`config.mk`:
```
export PLATFORM = sky130hd
export DESIGN_NAME = bus_slave_responder
export DESIGN_NICKNAME = d
export VERILOG_FILES = /design/src/rtl/bus_slave_responder_pkg.sv /design/src/rtl/bus_slave_regfile.sv /design/src/rtl/bus_slave_responder.sv
export SDC_FILE = /design/constraint.sdc
export NUM_CORES = 1
export LEC_CHECK = 0
export CAP_MARGIN = 20
export CORE_UTILIZATION = 30
export CTS_BUF_LIST = sky130_fd_sc_hd__clkbuf_16
export CTS_CLUSTER_DIAMETER = 150
export CTS_CLUSTER_SIZE = 10
export DETAILED_ROUTE_END_ITERATION = 16
export SLEW_MARGIN = 20
export SYNTH_ARGS = -nofsm -noshare
export SYNTH_HDL_FRONTEND = slang
export SYNTH_SLANG_ARGS = --single-unit
```
`constraint.sdc`:
```
create_clock -name clk -period 1.6 [get_ports clk]
set_input_delay 0.32 -clock clk [delete_from_list [all_inputs] [get_ports clk]]
set_output_delay 0.32 -clock clk [all_outputs]
set_load 0.1 [all_outputs]
```
`src/rtl/bus_slave_responder_pkg.sv`:
```
// bus_slave_responder_pkg: shared bus encodings, slave FSM state type and counter width
`ifndef BUS_SLAVE_BUS_DEFS
`define BUS_SLAVE_BUS_DEFS
`define ADDR_WIDTH 32
`define DATA_WIDTH 32
`define AS_ENABLE 1'b1
`define AS_DISABLE 1'b0
`define RW_READ 1'b1
`define RW_WRITE 1'b0
`define CS_ENABLE 1'b1
`define CS_DISABLE 1'b0
`define RDY_ENABLE 1'b1
`define RDY_DISABLE 1'b0
`define BUS_SLV_IDLE 2'd0
`define BUS_SLV_WAIT 2'd1
`define BUS_SLV_RESP 2'd2
`define BUS_SLV_CNT_W 4
`endif

package bus_slave_responder_pkg;
  typedef enum logic [1:0] {
    S_IDLE = `BUS_SLV_IDLE,
    S_WAIT = `BUS_SLV_WAIT,
    S_RESP = `BUS_SLV_RESP
  } state_e;
  localparam int CNT_W = `BUS_SLV_CNT_W;
  function automatic logic bus_active(input logic cs, input logic as_s);
    return cs == `CS_ENABLE && as_s == `AS_ENABLE;
  endfunction
endpackage

```
`src/rtl/bus_slave_regfile.sv`:
```
// bus_slave_regfile: 2^AW word bank, synchronous write, combinational read, async clear
module bus_slave_regfile #(
  parameter int AW = 3,
  parameter int DW = `DATA_WIDTH
) (
  input  logic          clk,
  input  logic          reset_,
  input  logic          we_i,
  input  logic [AW-1:0] waddr_i,
  input  logic [DW-1:0] wdata_i,
  input  logic [AW-1:0] raddr_i,
  output logic [DW-1:0] rdata_o
);
  logic [DW-1:0] mem_q [2**AW];
  // bank storage: cleared on reset, one word written per enabled edge
  always_ff @(posedge clk or negedge reset_)
    if (!reset_)
      for (int i = 0; i < 2**AW; i++) mem_q[i] <= '0;
    else if (we_i)
      mem_q[waddr_i] <= wdata_i;
  assign rdata_o = mem_q[raddr_i];
endmodule

```
`src/rtl/bus_slave_responder.sv`:
```
// bus_slave_responder: bus slave endpoint with wait states and register bank; BUS_SLAVE_ERR_EN adds s_err for out-of-range addresses
module bus_slave_responder
  import bus_slave_responder_pkg::*;
#(
  parameter int REG_AW      = 3,
  parameter int WAIT_CYCLES = 1
) (
  input  logic                   clk,
  input  logic                   reset_,
  input  logic                   s_cs,
  input  logic                   s_as,
  input  logic                   s_rw,
  input  logic [`ADDR_WIDTH-1:0] s_addr,
  input  logic [`DATA_WIDTH-1:0] s_wr_data,
  output logic [`DATA_WIDTH-1:0] s_rd_data,
  output logic                   s_rdy
`ifdef BUS_SLAVE_ERR_EN
  ,
  output logic                   s_err
`endif
);
  state_e state_q, state_d;
  logic [CNT_W-1:0] cnt_q, cnt_d;
  logic [REG_AW-1:0] addr_q;
  logic rw_q;
  logic [`DATA_WIDTH-1:0] data_q;
  logic [`DATA_WIDTH-1:0] bank_rdata;
  logic [`DATA_WIDTH-1:0] rd_data_q, rd_data_d;
  logic rdy_q, rdy_d;
  logic active, cap, resp, we, bad;
  assign active = bus_active(s_cs, s_as);
  assign cap = state_q == S_IDLE && active;
`ifdef BUS_SLAVE_ERR_EN
  logic bad_q, err_q, err_d;
  // out-of-range flag captured with the access, error registered alongside ready
  always_ff @(posedge clk or negedge reset_)
    if (!reset_) begin
      bad_q <= 1'b0;
      err_q <= 1'b0;
    end else begin
      if (cap) bad_q <= |s_addr[`ADDR_WIDTH-1:REG_AW];
      err_q <= err_d;
    end
  assign bad = bad_q;
  assign err_d = resp && bad_q;
  assign s_err = err_q;
`else
  logic unused_hi_addr;
  assign unused_hi_addr = ^s_addr[`ADDR_WIDTH-1:REG_AW];
  assign bad = 1'b0;
`endif
  // state and wait counter
  always_ff @(posedge clk or negedge reset_)
    if (!reset_) begin
      state_q <= S_IDLE;
      cnt_q <= '0;
    end else begin
      state_q <= state_d;
      cnt_q <= cnt_d;
    end
  // next state: capture from idle, count wait states, abort if the bus releases early
  always_comb begin
    state_d = state_q == S_IDLE ? (active ? (WAIT_CYCLES == 0 ? S_RESP : S_WAIT) : S_IDLE)
            : state_q == S_WAIT ? (!active ? S_IDLE : cnt_q == '0 ? S_RESP : S_WAIT)
            : S_IDLE;
    cnt_d = cap ? CNT_W'(WAIT_CYCLES == 0 ? 0 : WAIT_CYCLES - 1)
          : (state_q == S_WAIT && cnt_q != '0) ? cnt_q - 1'b1 : cnt_q;
  end
  // access capture: later input changes are ignored until the next access
  always_ff @(posedge clk or negedge reset_)
    if (!reset_) begin
      addr_q <= '0;
      rw_q <= 1'b0;
      data_q <= '0;
    end else if (cap) begin
      addr_q <= s_addr[REG_AW-1:0];
      rw_q <= s_rw;
      data_q <= s_wr_data;
    end
  // response: write enable, ready and read data for the registered outputs
  always_comb begin
    resp = state_q == S_RESP;
    we = resp && rw_q == `RW_WRITE && !bad;
    rdy_d = resp ? `RDY_ENABLE : `RDY_DISABLE;
    rd_data_d = (resp && rw_q == `RW_READ && !bad) ? bank_rdata : '0;
  end
  // registered bus outputs, no combinational path from inputs
  always_ff @(posedge clk or negedge reset_)
    if (!reset_) begin
      rdy_q <= `RDY_DISABLE;
      rd_data_q <= '0;
    end else begin
      rdy_q <= rdy_d;
      rd_data_q <= rd_data_d;
    end
  assign s_rdy = rdy_q;
  assign s_rd_data = rd_data_q;
  bus_slave_regfile #(.AW(REG_AW), .DW(`DATA_WIDTH)) u_regfile (
    .clk(clk),
    .reset_(reset_),
    .we_i(we),
    .waddr_i(addr_q),
    .wdata_i(data_q),
    .raddr_i(addr_q),
    .rdata_o(bank_rdata)
  );
endmodule

```
Word-level counts from Yosys, hierarchy flattened
Cells that the tools add are included.
- equal/unequal tests: 2
- multiplexer cells: 15
- magnitude comparators: 2
- reduce and logical (&&, ||, !) cells: 10
- add/subtract/negate cells: 1
- bitwise gates (word level): 2
- operator list (kind ; number):
    $bwmux 256 ; 1
    $mux 32 ; 4
    $bmux 32 s3 ; 1
    $demux 32 s3 ; 1
    $mux 2 ; 4
    $mux 4 ; 2
    $logic_and 1x1->1 ; 6
    $ge 4x4->1 const B ; 1
    $logic_not 4->1 ; 1
    $lt 4x1->1 const B ; 1
    $not 3->4 ; 1
    $reduce_bool 4->1 ; 1
    $sub 4x1->4 const B ; 1
    $eq 2x1->1 const B ; 1
    $eq 2x2->1 const B ; 1
    $logic_not 2->1 ; 1
    $mux 1 ; 2
    $reduce_bool 2->1 ; 1
    $not 1->1 ; 1
- flip-flop bits (word level): 331
- word-level logic and storage cells: 47
- input bits: 69

Longest topological paths before layout
- depth in word-level cells: 6
- mapped depth: 7
- depth with buffers taken out: 6

Modules after synthesis
Synthesis repeated with hierarchy kept, for this count alone.
- cells, all modules: 923
- area, all modules: 14416.3 um^2
- modules (own cells, without submodules) (module ; instances ; cells each ; area an instance (um^2)):
    bus_slave_regfile ; 1 ; 665 ; 11639.9
    bus_slave_responder ; 1 ; 258 ; 2776.4

Least setup slack after synthesis
Ideal clock, no wire load.
- path type: register to register
- from: reg addr_q[0]
- to: reg u_regfile.mem_q[21] (netlist bit)
- setup time: 0.125 ns
- data arrival time: 1.480 ns
- setup slack: -0.005 ns
- stages on the path, launching flop included: 7
- data required time: 1.475 ns
- path through: dfrtp_1 buf_4 and2_1 buf_4 nand2_2 buf_2 mux2_2
- word-level cells in the longest chain between the ends: 6
- elaborated cells between the ends (all ways): 7
- those cells by class: order compare (2); mux (3); bitwise (1); reduce/logical (1)
- RTL lines (element ; RTL line ; RTL):
    from (decl) ; bus_slave_responder.sv:24 ; logic [REG_AW-1:0] addr_q;
    from (signal assigned) ; bus_slave_responder.sv:76 ; addr_q <= s_addr[REG_AW-1:0];
    $not 3->4 (not written as such) * ; bus_slave_regfile.sv:20 ; mem_q[waddr_i] <= wdata_i;
    $ge 4x4->1 (not written as such) / $lt 4x1->1 (equally long branches) ; bus_slave_regfile.sv:20 ;
    $logic_and 1x1->1 (not written as such) ; bus_slave_regfile.sv:20 ;
    $mux 32 (not written as such) ; bus_slave_regfile.sv:20 ;
    $demux 32 s3 * ; bus_slave_regfile.sv:20 ;
    $bwmux 256 * ; bus_slave_regfile.sv:20 ;
    to (signal, indexed assignment) ; bus_slave_regfile.sv:20 ;
    to (decl) ; bus_slave_regfile.sv:14 ; logic [DW-1:0] mem_q [2**AW];
Every way passes the cells marked *; elsewhere a longest branch is shown, timed or not.
A chain may end at the register's enable or synchronous reset.

Worst setup path in the final report
- from: reg addr_q[1]
- to: reg u_regfile.mem_q[208] (netlist bit)
Same word-level chain as after synthesis.

==> flow_results.xml <==
<?xml version="1.0" encoding="UTF-8"?>
<metrics>
  <group name="run_status">
    <metric name="run_status" unit="">complete, but fails checks</metric>
    <metric name="violated_checks" unit="">setup timing</metric>
  </group>
  <group name="synth">
    <metric name="yosys_warnings" unit="">0</metric>
    <metric name="postSynthRegisterBits" unit="">331</metric>
    <metric name="yosysTopAreaCell" unit="">dfrtp_1</metric>
    <metric name="synth_top_family_by_area" unit="">multiplexers</metric>
    <metric name="synth-adder-area-share" unit="%">0.179</metric>
    <metric name="synth.most_common_cell" unit="">dfrtp_1</metric>
    <metric name="avgSynthCellArea" unit="µm²">14.6</metric>
    <metric name="synth_area_leaders" unit="">dfrtp_1 (59%), mux2_2 (23%), a221oi_1 (3.4%)</metric>
    <metric name="netlist-cell-type-count" unit="">36</metric>
    <metric name="mappedNetlistNets" unit="">1029</metric>
    <metric name="syn-cell-area" unit="µm²">14000</metric>
    <metric name="yosys.area_share.xor_xnor" unit="%">0.188</metric>
    <metric name="edff_count_synth" unit="">0</metric>
    <metric name="post_synthesis_compound_gate_area_fraction" unit="%">9.95</metric>
    <metric name="synth_top_area_share" unit="%">59.3</metric>
    <metric name="synthTopCellsByCount" unit="">dfrtp_1 (331), mux2_2 (288), a21oi_1 (55), a221oi_1 (54), a22oi_1 (54)</metric>
    <metric name="synth-simple-area-share" unit="%">1.65</metric>
    <metric name="async_reset_ff_share" unit="%">100</metric>
    <metric name="dominantRegCellSynth" unit="">dfrtp_1</metric>
    <metric name="synth.yosys.seq_area_share" unit="%">59.3</metric>
    <metric name="synth_mux_area_share" unit="%">25.4</metric>
    <metric name="postSynthCellCount" unit="">958</metric>
  </group>
  <group name="layout">
    <metric name="final.fill_count" unit="">4080</metric>
    <metric name="area_delta_synth_final" unit="%">35.0</metric>
    <metric name="ff_latch_area" unit="µm²">8290</metric>
    <metric name="finish.instance_area" unit="µm²">18900</metric>
    <metric name="multiInputGateArea" unit="µm²">6010</metric>
    <metric name="final_core_utilization" unit="%">41.3</metric>
    <metric name="diodes" unit="">0</metric>
    <metric name="share_of_cells_above_drive_strength_1" unit="%">52.2</metric>
    <metric name="design.final.nets" unit="">1191</metric>
  </group>
  <group name="sta">
    <metric name="measured_slew_at_the_worst_slew_check_pin" unit="ns">0.465</metric>
    <metric name="setup-tns-final" unit="ns">-36.06</metric>
    <metric name="slew_headroom" unit="%">69.0</metric>
    <metric name="final.period_utilization" unit="%">112</metric>
    <metric name="maxSlewViolCount" unit="">0</metric>
    <metric name="clock.fmax" unit="MHz">557</metric>
    <metric name="hold-worst-slack" unit="ns">0.277</metric>
    <metric name="finalSetupViolations" unit="">313</metric>
    <metric name="finalWorstPathRequiredPeriod" unit="ns">1.80</metric>
    <metric name="final.setup.worst_slack" unit="ns">-0.195</metric>
    <metric name="grt_setup_unrepaired" unit="">true</metric>
    <metric name="finalClockSkew" unit="ns">0.0282</metric>
    <metric name="hold_violations" unit="">0</metric>
  </group>
  <group name="detailed_routing">
    <metric name="firstDrtPassIters" unit="">5</metric>
    <metric name="antenna_violating_nets_remaining" unit="">0</metric>
    <metric name="vias_per_cell" unit="">5.20</metric>
    <metric name="dr_total_vias" unit="">8957</metric>
    <metric name="wire_per_inst" unit="µm">22.3</metric>
    <metric name="post-route-drc-count" unit="">0</metric>
    <metric name="routed_wirelength" unit="mm">38.4</metric>
    <metric name="initialDrtViolationCount" unit="">490</metric>
  </group>
  <group name="power_and_ir_drop">
    <metric name="leakagePower" unit="nW">8.91</metric>
    <metric name="p_per_area" unit="nW/µm²">1180</metric>
    <metric name="post_layout_power" unit="mW">22.3</metric>
    <metric name="vdd.ir_drop.worst" unit="V">0.000777</metric>
  </group>
  <group name="clocking">
    <metric name="cts_root_buffer" unit="">clkbuf_16</metric>
    <metric name="cts_htree_levels" unit="">2</metric>
    <metric name="path_clk_slew" unit="ns">0.06</metric>
    <metric name="cts_tree" unit="">yes</metric>
    <metric name="cts.path.max_buffers" unit="">3</metric>
    <metric name="clock-sinks" unit="">331</metric>
    <metric name="worstSkewPairLatency" unit="ns">0.55</metric>
    <metric name="numCtsBuffers" unit="">39</metric>
  </group>
  <group name="place">
    <metric name="place_hpwl" unit="mm">22.2</metric>
    <metric name="gp_congestion" unit="">0.742</metric>
    <metric name="detailed_place.area" unit="µm²">16200</metric>
    <metric name="buffer_ports.inserted" unit="">72</metric>
  </group>
  <group name="global_routing">
    <metric name="grt_antenna_before_repair" unit="">0</metric>
    <metric name="wire_length_of_the_first_global_routing_pass" unit="mm">56.0</metric>
    <metric name="groute.usage.overall" unit="%">15.3</metric>
    <metric name="vias_in_the_first_global_route" unit="">9315</metric>
    <metric name="overflow" unit="">0</metric>
    <metric name="grt_start_max_net_pins" unit="">48</metric>
  </group>
  <group name="hold_path">
    <metric name="holdCritPathClass" unit="">input port to async pin</metric>
  </group>
  <group name="setup_path">
    <metric name="timing.critical_path.from_type" unit="">register</metric>
    <metric name="worst-endpoint-arrival" unit="ns">2.22</metric>
    <metric name="critical_path.reg2reg.startpoint" unit="">addr_q[1]</metric>
    <metric name="setup.worst_path.end_class" unit="">register</metric>
    <metric name="ff2ff_setup_slack" unit="ns">-0.20</metric>
    <metric name="required" unit="ns">2.02</metric>
    <metric name="worst_r2r_path_depth" unit="">6</metric>
    <metric name="cp_max_fo" unit="">11</metric>
    <metric name="r2r-end" unit="">u_regfile.mem_q[208]</metric>
    <metric name="timing.setup.critical_path_class" unit="">register to register</metric>
  </group>
  <group name="floorplanning">
    <metric name="die_w" unit="µm">218</metric>
    <metric name="die_h" unit="µm">218</metric>
    <metric name="std_cell_rows" unit="">78</metric>
    <metric name="pin_count" unit="">102</metric>
    <metric name="placeableCoreArea" unit="µm²">45700</metric>
    <metric name="floorplan.die_area" unit="µm²">47500</metric>
    <metric name="floorplan.initialDensity" unit="%">30.6</metric>
  </group>
  <group name="job">
    <metric name="maxCapViolations" unit="">0</metric>
  </group>
</metrics>
## per-layer routing
| metal | routed length [µm] | GRT usage (%) | vias up |
|---|---|---|---|
| met5 | 0 | 0 | - |
| met4 | 850 | 4.31 | 0 |
| met3 | 1570 | 3.07 | 59 |
| met2 | 18300 | 24.8 | 199 |
| met1 | 17600 | 20.8 | 4801 |
| li1 | - | - | 3898 |
## repair_timing
action,4_1_cts,5_1_grt
setup buffers,9,9
endpoints found under the hold margin,34,0
setup endpoints to repair,323,327
gates resized for setup,94,133
cloned,2,15
pin swaps,27,36
hold buffers,1,0
## area by class of cell
class,count,area share (%)
Clock inverter,4,0.113
Sequential cell,331,43.9
Multi-Input combinational cell,551,31.8
Timing Repair Buffer,194,14.6
Tap cell,600,3.98
Clock buffer,41,5.44
Inverter,3,0.0597
## critical path, cell delays in order (launching register included)
cell       delay, ns
dfrtp_2         0.50
buf_12          0.16
nor3b_4         0.24
buf_6           0.17
nand2_8         0.09
clkbuf_16       0.22
mux2_2          0.29
## registers in the layout (all words and copies together) (netlist names)
register,count
s_rd_data,32
cnt_q,4
data_q,32
addr_q,3
u_regfile.mem_q,256
state_q,2
rw_q,1
s_rdy,1
## logic make-up after synthesis
logic type	Yosys count
flops	331
mux	308
compound gates	195
buf+inv	76
simple gates	43
xor+xnor	3
fa+ha+maj	2
## per-stage QoR
stage	worst slack (ns)	instances
floorplan	-0.00463	958
global placement	-0.333	1643
detailed placement	-0.314	1643
CTS	-0.119	1700
global route	-0.231	1724
finish	-0.195	1724
## power breakdown
group	internal, mW	total [mW]	switching, mW
sequential	9.23	10.2	0.930
clock	4.50	7.76	3.26
combinational	2.22	4.40	2.18
total	16.0	22.3	6.38
## cell usage in the layout, fill, tap and decap left out, drive strengths merged, types with 3 or more instances in the layout
cell type      synthesis  routed
mux4                   8       8
clkbuf                17      53
o21a                  27      27
nand2                 12      12
a21oi                 55      55
a22oi                 54      54
a221oi                54      54
nor2b                  6       6
and2                   3       3
inv                    3       5
clkdlybuf4s50          0      38
mux2i                  5       5
dfrtp                331     331
nor2                  12      12
nand3                  3       3
mux2                 295     295
buf                   56     143
## worst max path at each step
| stage | start | end |
|---|---|---|
| final | addr_q[1] | u_regfile.mem_q[208] |
| after global routing | state_q[0] | u_regfile.mem_q[91] |
| after CTS | addr_q[1] | u_regfile.mem_q[83] |
| after detailed placement | addr_q[0] | u_regfile.mem_q[178] |
| after global placement | addr_q[0] | u_regfile.mem_q[182] |
| after floorplan | addr_q[0] | u_regfile.mem_q[21] |
Note: power is estimated with default switching activity, not from simulation.
